**config.mk**
```make
export PLATFORM = sky130hd
export DESIGN_NAME = llr_in_layer
export DESIGN_NICKNAME = d
export VERILOG_FILES = /design/src/rtl/llr_in_layer.sv
export SDC_FILE = /design/constraint.sdc
export NUM_CORES = 1
export LEC_CHECK = 0
export BUFFER_PORTS_ARGS = -buffer_cell sky130_fd_sc_hd__buf_2
export CORE_ASPECT_RATIO = 1.4
export CORE_MARGIN = 2
export CORE_UTILIZATION = 59
export CTS_BUF_LIST = sky130_fd_sc_hd__clkbuf_8
export DETAILED_ROUTE_END_ITERATION = 10
export GPL_ROUTABILITY_DRIVEN = 0
export PLACE_DENSITY = 0.81
export SLEW_MARGIN = 10
export SYNTH_ARGS = -nofsm -noshare
export SYNTH_HDL_FRONTEND = slang
export SYNTH_SLANG_ARGS = --single-unit
```
**constraint.sdc**
```tcl
create_clock -name clk -period 2.81 [get_ports clk]
set_clock_uncertainty 0.15 [all_clocks]
set_input_delay 0 -clock clk [delete_from_list [all_inputs] [get_ports clk]]
set_output_delay 0 -clock clk [all_outputs]
set_load 0.02 [all_outputs]
```
**src/rtl/llr_in_layer.sv**
```systemverilog
// Input framer for the min-sum decoder: saturates channel LLRs and packs N_V of them
// into a double-buffered frame presented on all_llrs until the decoder acknowledges it.
module llr_in_layer #(
    parameter int unsigned WIDTH    = 8,
    parameter int unsigned IN_WIDTH = 10,
    parameter int unsigned N_V      = 44
) (
    input  logic                       clk,
    input  logic                       rst,
    input  logic                       in_valid,
    output logic                       in_ready,
    input  logic signed [IN_WIDTH-1:0] in_llr,
    input  logic                       in_last,
    output logic [WIDTH*N_V-1:0]       all_llrs,
    output logic                       data_ready,
    input  logic                       frame_ack,
    output logic                       frame_err
);

    localparam int unsigned IDXW = (N_V > 1) ? $clog2(N_V) : 1;
    localparam logic signed [IN_WIDTH-1:0] SAT_HI = IN_WIDTH'((1 << (WIDTH - 1)) - 1);
    localparam logic signed [IN_WIDTH-1:0] SAT_LO = -SAT_HI;
    localparam logic [IDXW-1:0] LAST_IDX = IDXW'(N_V - 1);

    typedef enum logic {
        FILL = 1'b0,
        FULL = 1'b1
    } state_t;

    state_t            r_state;
    logic [IDXW-1:0]   r_idx;
    logic [WIDTH-1:0]  r_shadow [N_V];
    logic [WIDTH*N_V-1:0] r_all_llrs;
    logic              r_data_ready;
    logic              r_frame_err;

    logic              w_accept;
    logic              w_slot_free;
    logic              w_idx_last;
    logic              w_err;
    logic              w_last_ok;
    logic [WIDTH-1:0]  w_sat;
    logic [WIDTH*N_V-1:0] w_frame;

    assign in_ready   = (r_state == FILL);
    assign all_llrs   = r_all_llrs;
    assign data_ready = r_data_ready;
    assign frame_err  = r_frame_err;

    assign w_accept    = in_valid && in_ready;
    assign w_slot_free = !r_data_ready || frame_ack;
    assign w_idx_last  = (r_idx == LAST_IDX);
    assign w_err       = w_accept && (in_last != w_idx_last);
    assign w_last_ok   = w_accept && in_last && w_idx_last;

    // Symmetric clip: the most negative code is never produced.
    always_comb begin
        if (in_llr > SAT_HI) begin
            w_sat = SAT_HI[WIDTH-1:0];
        end else if (in_llr < SAT_LO) begin
            w_sat = SAT_LO[WIDTH-1:0];
        end else begin
            w_sat = in_llr[WIDTH-1:0];
        end
    end

    // In FILL the last slot bypasses the shadow so a free slot loads on the same edge.
    always_comb begin
        for (int unsigned i = 0; i < N_V; i++) begin
            w_frame[WIDTH*i +: WIDTH] = r_shadow[i];
        end
        if (r_state == FILL) begin
            w_frame[WIDTH*(N_V-1) +: WIDTH] = w_sat;
        end
    end

    always_ff @(posedge clk or negedge rst) begin
        if (!rst) begin
            r_state      <= FILL;
            r_idx        <= '0;
            r_all_llrs   <= '0;
            r_data_ready <= 1'b0;
            r_frame_err  <= 1'b0;
            for (int unsigned i = 0; i < N_V; i++) begin
                r_shadow[i] <= '0;
            end
        end else begin
            r_frame_err <= w_err;
            case (r_state)
                FILL: begin
                    if (w_last_ok && w_slot_free) begin
                        r_all_llrs   <= w_frame;
                        r_data_ready <= 1'b1;
                        r_idx        <= '0;
                    end else begin
                        if (frame_ack) begin
                            r_data_ready <= 1'b0;
                        end
                        if (w_err) begin
                            r_idx <= '0;
                        end else if (w_last_ok) begin
                            r_shadow[r_idx] <= w_sat;
                            r_state         <= FULL;
                        end else if (w_accept) begin
                            r_shadow[r_idx] <= w_sat;
                            r_idx           <= r_idx + 1'b1;
                        end
                    end
                end
                FULL: begin
                    if (w_slot_free) begin
                        r_all_llrs   <= w_frame;
                        r_data_ready <= 1'b1;
                        r_idx        <= '0;
                        r_state      <= FILL;
                    end
                end
                default: r_state <= FILL;
            endcase
        end
    end

endmodule

```
=== Word level (Yosys, flattened, before mapping) ===
Index checks and enable logic that the tools add are counted.

* Logic and storage cells: 104
* Output and inout port bits: 355
* Bits of input ports: 15
* Register bits: 713

* Bitwise operators: 4
* Add/subtract/negate cells: 1
* Magnitude comparators: 4
* Equal/unequal tests: 7
* Mux-type cells: 26
* Reductions and logical operators: 13

{| class="wikitable"
|+ Operator list
! operator !! count
|-
| 352-bit 2-to-1 mux || 4
|-
| 352-bit one-hot mux with 2 select lines || 1
|-
| 352-bit bitwise mux || 1
|-
| 8-bit demux with 6-bit select || 1
|-
| 8-bit 2-to-1 mux || 4
|-
| 6-bit 2-to-1 mux || 5
|-
| 6-bit one-hot mux with 2 select lines || 1
|-
| 10-bit by 8-bit > comparator with 1-bit output (second input constant) || 1
|-
| 10-bit by 8-bit less-than comparator with 1-bit output (second input constant) || 1
|-
| 7-bit >= comparator (second input constant) || 1
|-
| 7-bit by 1-bit less-than comparator with 1-bit output (second input constant) || 1
|-
| 1-bit 2-to-1 mux || 7
|-
| 6-bit NOT with 7-bit output || 1
|-
| 6-bit by 1-bit adder with 6-bit output (second input constant) || 1
|-
| 6-bit == test (second input constant) || 1
|-
| 1-bit logical AND || 6
|-
| 2-bit by 1-bit inequality test with 1-bit output (second input constant) || 2
|-
| 4-bit by 1-bit inequality test with 1-bit output (second input constant) || 1
|-
| 4-bit by 3-bit inequality test with 1-bit output (second input constant) || 1
|-
| 1-bit one-hot mux with 2 select lines || 2
|-
| 2-bit AND reduction || 2
|-
| 4-bit AND reduction || 1
|-
| 3-bit by 1-bit inequality test with 1-bit output (second input constant) || 1
|-
| 1-bit NOT || 3
|-
| other kinds (5) || 5
|}

=== Longest topological paths before layout ===
Gate-level depths: netlist of the first run.

* Word-level depth: 8
* Depth in mapped cells: 7
* Depth with buffers taken out: 5

=== Worst setup path after synthesis of the first run ===
OpenSTA, ideal clock, no wires.

* Path type: register to register
* From: register r_idx[0]
* To: register r_all_llrs[341] (netlist: all_llrs[341])
* Data arrival time: 1,973 ps
* Cell stages (with the launch flop): 8
* Slack: 563 ps
* Data required time: 2,535 ps
* Period minus slack after synthesis: 2,247 ps
* Buffers on the path: 2
* Library setup time: 125 ps
* Cell sequence: dfrtp_1 > ha_1 > and3b_1 > a41oi_1 > nand2b_1 > buf_2 > buf_2 > mux2_2

* Word-level cells in the longest chain between the ends: 5

{| class="wikitable"
|+ RTL lines
! element !! line !! RTL
|-
| from (decl) || 31 || <nowiki>logic [IDXW-1:0] r_idx;</nowiki>
|-
| from (signal assigned) || 106 || <nowiki>r_idx <= r_idx + 1'b1;</nowiki>
|-
| 6-bit == test || 52 || <nowiki>assign w_idx_last = (r_idx == LAST_IDX);</nowiki>
|-
| 1-bit logical AND || 54 || <nowiki>assign w_last_ok = w_accept && in_last && w_idx_last;</nowiki>
|-
| 1-bit logical AND || 91 || <nowiki>if (w_last_ok && w_slot_free) begin</nowiki>
|-
| 2-bit by 1-bit inequality test with 1-bit output (no line) || - ||
|-
| 2-bit AND reduction (no line) || - ||
|-
| to (signal assigned) || 92 || <nowiki>r_all_llrs <= w_frame;</nowiki>
|-
| to (signal assigned) || 112 || <nowiki>r_all_llrs <= w_frame;</nowiki>
|-
| to (decl) || 33 || <nowiki>logic [WIDTH*N_V-1:0] r_all_llrs;</nowiki>
|}

Every way passes these cells.
A chain may end at the register's enable or synchronous reset.

=== Worst setup path in the final report of the first run ===
* From: register r_idx[0]
* To: register r_all_llrs[344] (netlist: all_llrs[344])

The elaborated chain is that of the path after synthesis.

==> results.json, run 1 <==
{
  "power.share.switching_pct": 23.11,
  "final-instance-count-excl-fill": 2810,
  "worstHoldPathType": "input pin to register",
  "postCtsSetupRepairBufs": 0,
  "min_to": "r_shadow[337]$_DFFE_PN0P_",
  "multi_input_comb_area_um2": 8972,
  "antenna_found_initial": 2,
  "ant_nets": 0,
  "drt-total-wl_mm": 64.41,
  "p_sw_mw": 4.483,
  "post-synth-top-count-cell": "sky130_fd_sc_hd__dfrtp_1",
  "fmax_mhz": 370.0,
  "synthCells": 1675,
  "synth_async_sr_flop_share_pct": 100.0,
  "cts_buffer_depth": 3,
  "core_area_um2": 45850,
  "r2r_start": "r_idx[0]$_DFFE_PN0P_",
  "number_of_storage_elements_in_the_synthesis_netlist": 713,
  "timing.slew.headroom_pct": 46.74,
  "hold_path.startpoint": "in_llr[7]",
  "cp.required_ns": 3.21,
  "critical_path.startpoint_type": "register",
  "dominantRegCellSynth": "sky130_fd_sc_hd__dfrtp_1",
  "worst_hold_path.num_cells": 4,
  "result_of_the_run": "completed",
  "p_comb_share_pct": 4.6,
  "grt_first_pass_wirelength_mm": 100.2,
  "power_density_nw_per_um2": 604.0,
  "cell_count_after_placement": 2607,
  "detail_route.drc_violations": 0,
  "grt_pass1_vias": 17240,
  "timing_max_transition_violations_final": 0,
  "vias": 15740,
  "synth-seq-area-share_pct": 65.53,
  "die-width_um": 185.6,
  "nNetsFinal": 2125,
  "finalCriticalPeriod_ns": 2.703,
  "setup.reg_to_reg.worst_slack_ns": 0.11,
  "min_period_over_period_pct": 96.18,
  "synth_area_um2": 27230,
  "report.final.hold_viol_count": 0,
  "synth-edff-count": 0,
  "synth.largest_area_cell": "sky130_fd_sc_hd__dfrtp_1",
  "number_of_standard_cell_rows_in_the_floorplan": 93,
  "critical_path.reg2reg.endpoint": "all_llrs[344]$_DFFE_PN0P_",
  "worst_setup_hold_path_clk_slew_ns": 0.06,
  "first_pass_drt_iterations": 5,
  "reg2regPathDepth": 8,
  "cts-htree-levels": 3,
  "post_drt_wl_per_cell_um": 22.92,
  "synthTopCellsByArea": "sky130_fd_sc_hd__dfrtp_1 (66%), sky130_fd_sc_hd__mux2_2 (29%), sky130_fd_sc_hd__buf_4 (0.77%), sky130_fd_sc_hd__clkbuf_1 (0.62%), sky130_fd_sc_hd__buf_2 (0.42%)",
  "floorplan.initialDensity_pct": 59.39,
  "syn-num-nets": 1691,
  "drt-initial-drc-count": 861,
  "capturing_element_type_of_the_critical_path": "register",
  "top_area_cell_type_share_of_the_netlist_area_pct": 65.53,
  "post_synth.cell_area_avg_um2": 16.26,
  "synthTopCellsByCount": "sky130_fd_sc_hd__dfrtp_1 (713), sky130_fd_sc_hd__mux2_2 (696), sky130_fd_sc_hd__clkbuf_1 (45)",
  "setup_repair_after_global_routing_missed_its_margin": "false",
  "chipHeight_um": 258.2,
  "worstPathMaxFanout": 10,
  "worst_slew_pin_slew_ns": 0.7989,
  "area_growth_pct": 17.99,
  "max_cap_violations": 0,
  "final-seq-area_um2": 17840,
  "p_int_mw": 14.92,
  "number_of_buffers_added_by_the_clock_tree_synthesis_step": 102,
  "global_route.overflow_total": 0,
  "fp.dieArea_um2": 47910,
  "yosysWarningCount": 0,
  "timing.setup.critical_path_class": "register to register",
  "setup_tns_ns": 0,
  "final.fill_count": 3093,
  "tritoncts_num_sinks": 713,
  "synth_cell_types": 43,
  "setup-violations-final": 0,
  "critical_path_arrival_ns": 3.11,
  "hpwl_mm": 41.46,
  "cts_tree": "done",
  "grt_start_max_net_pins": 110,
  "share_seq_of_total_power_pct": 55.2,
  "boundaryPins": 370,
  "all_layer_gr_usage_pct": 27.66,
  "clockRootBuffer": "sky130_fd_sc_hd__clkbuf_8",
  "vias_per_cell": 5.602,
  "clockPowerShare_pct": 40.2,
  "drive_gt1_share_pct": 58.47,
  "leakage_nw": 17.82,
  "io_buffer_count": 369,
  "clk_latency_ns": 0.68,
  "ir_worst_vdd_uv": 542.3
}
worst max-delay path: stages, from the launching register on:
cell and delay, ns:
sky130_fd_sc_hd__dfrtp_1 0.39, sky130_fd_sc_hd__ha_1 0.28, sky130_fd_sc_hd__and3b_1 0.26, sky130_fd_sc_hd__a41oi_1 0.29
sky130_fd_sc_hd__nand2b_4 0.24, sky130_fd_sc_hd__buf_12 0.17, sky130_fd_sc_hd__buf_4 0.18, sky130_fd_sc_hd__o31ai_1 0.08
sky130_fd_sc_hd__dlygate4sd3_1 0.56
sequential cells by signal, summed over array words and instances, names as in the netlist:
signal	flops
r_idx	6
all_llrs	352
r_shadow	352
frame_err	1
r_state	1
data_ready	1
worst max-delay path by stage:
stage,end,depth (start not counted),startpoint,slack (ns)
CTS,r_shadow[179]$_DFFE_PN0P_,4,r_idx[2]$_DFFE_PN0P_,0.10
finish,all_llrs[344]$_DFFE_PN0P_,8,r_idx[0]$_DFFE_PN0P_,0.11
floorplan,all_llrs[341]$_DFFE_PN0P_,7,r_idx[0]$_DFFE_PN0P_,0.56
detailed placement,r_shadow[54]$_DFFE_PN0P_,4,r_idx[2]$_DFFE_PN0P_,0.08
global placement,r_shadow[180]$_DFFE_PN0P_,4,r_idx[2]$_DFFE_PN0P_,0.09
global route,all_llrs[344]$_DFFE_PN0P_,8,r_idx[0]$_DFFE_PN0P_,0.04
area by class of cell:
| class | count | area share (%) |
|---|---|---|
| timing repair buffer | 426 | 7.867 |
| clock inverter | 63 | 0.9191 |
| tap | 617 | 2.403 |
| multi-input combinational | 861 | 27.93 |
| inverter | 5 | 0.05842 |
| sequential | 713 | 55.54 |
| clock buffer | 123 | 5.270 |
| antenna | 2 | 0.01558 |
power groups by stage:
stage | sequential (mW) | clock, mW | combinational [mW]
finish | 10.7 | 7.80 | 0.897
global route | 10.7 | 8.46 | 0.982
CTS | 10.7 | 7.97 | 0.915
detailed placement | 10.9 | 0 | 0.885
global placement | 10.9 | 0 | 0.850
floorplan | 10.8 | 0 | 0.428
repair_timing:
item,CTS,global route
endpoints found under the hold margin,789,0
setup endpoints to repair,0,29
hold buffers,15,0
resized for setup,0,1
cells in the final DEF (no fill, tap or decap), types with 4 or more instances in the layout:
| master | netlist | layout |
|---|---|---|
| sky130_fd_sc_hd__buf_4 | 28 | 27 |
| sky130_fd_sc_hd__dlygate4sd3_1 | 0 | 14 |
| sky130_fd_sc_hd__o21ai_0 | 18 | 18 |
| sky130_fd_sc_hd__o22ai_4 | 0 | 6 |
| sky130_fd_sc_hd__nand2_1 | 29 | 29 |
| sky130_fd_sc_hd__nor2_1 | 17 | 17 |
| sky130_fd_sc_hd__and3_1 | 10 | 10 |
| sky130_fd_sc_hd__nand2b_1 | 6 | 5 |
| sky130_fd_sc_hd__inv_1 | 4 | 51 |
| sky130_fd_sc_hd__clkbuf_8 | 0 | 123 |
| sky130_fd_sc_hd__clkinv_2 | 0 | 10 |
| sky130_fd_sc_hd__dfrtp_1 | 713 | 713 |
| sky130_fd_sc_hd__nor2_2 | 13 | 12 |
| sky130_fd_sc_hd__o2111ai_2 | 4 | 4 |
| sky130_fd_sc_hd__buf_12 | 0 | 15 |
| sky130_fd_sc_hd__mux2i_1 | 7 | 7 |
| sky130_fd_sc_hd__nand3_1 | 6 | 6 |
| sky130_fd_sc_hd__buf_2 | 23 | 368 |
| sky130_fd_sc_hd__mux2_2 | 696 | 696 |
| sky130_fd_sc_hd__clkinvlp_4 | 0 | 4 |
| sky130_fd_sc_hd__a21boi_0 | 6 | 6 |
| sky130_fd_sc_hd__nor2b_1 | 6 | 6 |
through the flow:
step           util (%)  hold WS (ns)  worst slack [ns]  cell area (um^2)  power, mW
2_1_floorplan         -       -0.4456            0.5627             27230      11.25
3_3_place_gp      65.35       -0.1544           0.08844             29960      11.71
3_5_place_dp      65.35       -0.1491           0.07504             29960      11.77
4_1_cts           70.05       0.07746            0.1037             32120      19.58
5_1_grt           70.07        0.1732           0.04279             32130      20.16
6_report          70.07        0.1786            0.1073             32130      19.40
per-layer routing:
metal	vias to the layer above	wire length (um)	GRT usage, %
met5	-	0	0
met4	0	2489	12.34
met3	131	3718	6.515
met2	463	33210	46.98
met1	8345	24990	33.63
li1	6804	-	-
cells by family after synthesis:
group / Yosys count / synth area share [%]
simple gates: 104 / 2.096
mux: 703 / 29.04
xor+xnor: 1 / 0.03217
fa+ha+maj: 1 / 0.04595
flops: 713 / 65.53
buf+inv: 101 / 1.884
compound gates: 52 / 1.369
Power figures use the tool's default switching activity.
==> inputs of run 2 (changes only) <==
--- a/config.mk
+++ b/config.mk
@@ -6,7 +6,7 @@
 export NUM_CORES = 1
 export LEC_CHECK = 0
 export BUFFER_PORTS_ARGS = -buffer_cell sky130_fd_sc_hd__buf_2
-export CORE_ASPECT_RATIO = 1.4
+export CORE_ASPECT_RATIO = 1.75
 export CORE_MARGIN = 2
 export CORE_UTILIZATION = 59
 export CTS_BUF_LIST = sky130_fd_sc_hd__clkbuf_8
==> constraint.sdc (replaced) <==
create_clock -name clk -period 2.6 [get_ports clk]
set_clock_uncertainty 0.15 [all_clocks]
set_input_delay 0 -clock clk [delete_from_list [all_inputs] [get_ports clk]]
set_output_delay 0 -clock clk [all_outputs]
set_load 0.02 [all_outputs]
==> run 2 against run 1 <==
Against the previous run: setup slack improved by 0.028 ns; via count up 1.3%; register-to-register slack improved by 0.03 ns; count of clock-buffer cells in the layout is 4 lower; non-clock buffer count rose by 46; sequential power increased by 8%; critical path type unchanged; critical endpoint is now all_llrs[139]$_DFFE_PN0P_.
==> results.json, run 2 (same netlist as run 1, synthesis figures left out) <==
{
  "ant_nets": 0,
  "cpMostUsedCell": "sky130_fd_sc_hd__buf_12",
  "setup-violations-final": 0,
  "worst_slew_pin_slew_ns": 1.139,
  "final_common_cell": "sky130_fd_sc_hd__dfrtp_1",
  "global_route.overflow_total": 0,
  "die-width_um": 166.4,
  "capturing_element_type_of_the_critical_path": "register",
  "cp.buffers_inverters": 2,
  "slowest_stage": "sky130_fd_sc_hd__dfrtp_1",
  "leakage_nw": 18.00,
  "worstHoldPathType": "input pin to register",
  "ir_worst_vdd_uv": 613.5,
  "setup_repair_after_global_routing_missed_its_margin": "false",
  "reg2regPathDepth": 7,
  "power_density_nw_per_um2": 644.1,
  "finalCriticalPeriod_ns": 2.465,
  "timing.slew.headroom_pct": 24.04,
  "timing.critical_path.cells": "ha_1 > and3b_1 > a41oi_1 > nand2b_4 > buf_12 > buf_12 > mux2_2",
  "detail_route.drc_violations": 0,
  "grt_first_pass_wirelength_mm": 103.2,
  "all_layer_gr_usage_pct": 27.99,
  "grt_pass1_vias": 17600,
  "fp.dieArea_um2": 47950,
  "core_area_um2": 45800,
  "timing.setup.critical_path_class": "register to register",
  "antenna_found_initial": 2,
  "critical_path.startpoint_type": "register",
  "floorplan.initialDensity_pct": 59.44,
  "cts_tree": "done",
  "area_growth_pct": 19.08,
  "worst_hold_path.num_cells": 4,
  "result_of_the_run": "completed",
  "max_cap_violations": 0,
  "worstPathMaxFanout": 38,
  "min_period_over_period_pct": 94.81,
  "worst_setup_hold_path_clk_slew_ns": 0.07,
  "nNetsFinal": 2166,
  "first_pass_drt_iterations": 5,
  "number_of_standard_cell_rows_in_the_floorplan": 104,
  "cp_num_cells": 7,
  "final.fill_count": 3104,
  "cts_buffer_depth": 3,
  "setup_tns_ns": 0,
  "vias_per_cell": 5.676,
  "final_cell_mix": "sky130_fd_sc_hd__dfrtp_1 (713), sky130_fd_sc_hd__mux2_2 (696), sky130_fd_sc_hd__buf_2 (368)",
  "boundaryPins": 370,
  "drt-total-wl_mm": 66.69,
  "postCtsSetupRepairBufs": 0,
  "slowest_delay_ns": 0.38,
  "io_buffer_count": 369,
  "hpwl_mm": 45.44,
  "cell_family_contributing_the_most_delay_on_the_critical_path": "buffers and inverters",
  "vias": 15940,
  "fmax_mhz": 405.7,
  "chipHeight_um": 288.2,
  "number_of_buffers_added_by_the_clock_tree_synthesis_step": 97,
  "cts-htree-levels": 3,
  "timing_max_transition_violations_final": 0,
  "report.final.hold_viol_count": 0,
  "layout.core_utilization_pct": 70.79,
  "grt_start_max_net_pins": 63,
  "clockRootBuffer": "sky130_fd_sc_hd__clkbuf_8",
  "post_drt_wl_per_cell_um": 23.74,
  "tritoncts_num_sinks": 713,
  "drive_gt1_share_pct": 59.67,
  "clk_latency_ns": 0.65,
  "cp.required_ns": 2.98,
  "critical_path_arrival_ns": 2.85,
  "drt-initial-drc-count": 644
}
-- run 2: cell count changes in the layout (fill, tap and decap cells not counted) --
cell                            before  now
sky130_fd_sc_hd__nor2b_1             6    5
sky130_fd_sc_hd__buf_12             15   22
sky130_fd_sc_hd__inv_8               0    2
sky130_fd_sc_hd__clkinvlp_4          4    2
sky130_fd_sc_hd__nor3_1              2    3
sky130_fd_sc_hd__buf_4              27   70
sky130_fd_sc_hd__dlygate4sd3_1      14   10
sky130_fd_sc_hd__clkbuf_8          123  119
sky130_fd_sc_hd__nor3_2              2    1
sky130_fd_sc_hd__nor2b_2             1    2
sky130_fd_sc_hd__inv_1              51   42
-- run 2: power breakdown --
part,leakage [nW],switching (mW),total [mW],internal [mW]
sequential,9.89,0.154,11.6,11.4
clock,1.13,4.06,8.30,4.24
combinational,6.99,0.638,1.03,0.392
total,18.0,4.85,20.9,16.0
-- run 2: final timing paths --
kind	startpoint	endpoint	slack, ns
min	in_llr[5]	r_shadow[245]$_DFFE_PN0P_	0.06
min in group asynchronous	rst	r_shadow[43]$_DFFE_PN0P_	0.47
max reg2reg	r_idx[0]$_DFFE_PN0P_	all_llrs[139]$_DFFE_PN0P_	0.13
min reg2reg	r_shadow[322]$_DFFE_PN0P_	all_llrs[26]$_DFFE_PN0P_	0.34
max	r_idx[0]$_DFFE_PN0P_	all_llrs[139]$_DFFE_PN0P_	0.13
max in group asynchronous	rst	all_llrs[32]$_DFFE_PN0P_	1.31
-- run 2: tightest hold or removal path: cells and delay by family --
family	cells	cell delay (ns)
muxes	1	0.30
AOI/OAI and AO/OA	1	0.20
and+or+nand+nor	1	0.17
buffers and inverters	1	0.14
-- run 2: per-layer routing --
layer / vias to the layer above / share of wire (%) / wire, um / GRT usage (%)
met5: - / 0 / 0 / 0
met4: 0 / 3.7 / 2495 / 11.29
met3: 143 / 5.0 / 3326 / 5.495
met2: 486 / 54 / 36130 / 51.30
met1: 8418 / 37 / 24740 / 32.25
li1: 6897 / - / - / -
-- run 2: area by class of cell --
class | instances | area [um^2] | area share [%]
diodes | 2 | 5.005 | 0.01544
flip-flops and latches | 713 | 17840 | 55.03
repair buffers | 472 | 2950 | 9.100
clock inverters | 54 | 269.0 | 0.8297
inverters | 5 | 18.77 | 0.05789
clock buffers | 119 | 1638 | 5.052
multi-input cells | 861 | 8970 | 27.67
well taps | 583 | 729.5 | 2.250
-- run 2: per-stage QoR --
| stage | power (mW) | instance area [um^2] | hold WS (ns) | cells | setup WS, ns |
|---|---|---|---|---|---|
| 2_1_floorplan | 12.16 | 27230 | -0.4456 | 1675 | 0.3527 |
| 3_3_place_gp | 12.71 | 30380 | -0.1073 | 2623 | 0.1598 |
| 3_5_place_dp | 12.78 | 30380 | -0.1051 | 2623 | 0.1428 |
| 4_1_cts | 21.07 | 32410 | 0.01388 | 2807 | 0.1288 |
| 5_1_grt | 21.68 | 32420 | 0.03574 | 2809 | 0.009791 |
| 6_report | 20.88 | 32420 | 0.05603 | 2809 | 0.1350 |
-- run 2: repair_timing --
action                                  CTS  global route
endpoints found under the hold margin   815             0
endpoints found under the setup margin    0             9
hold buffers                             11             0
resized for setup                         0             1
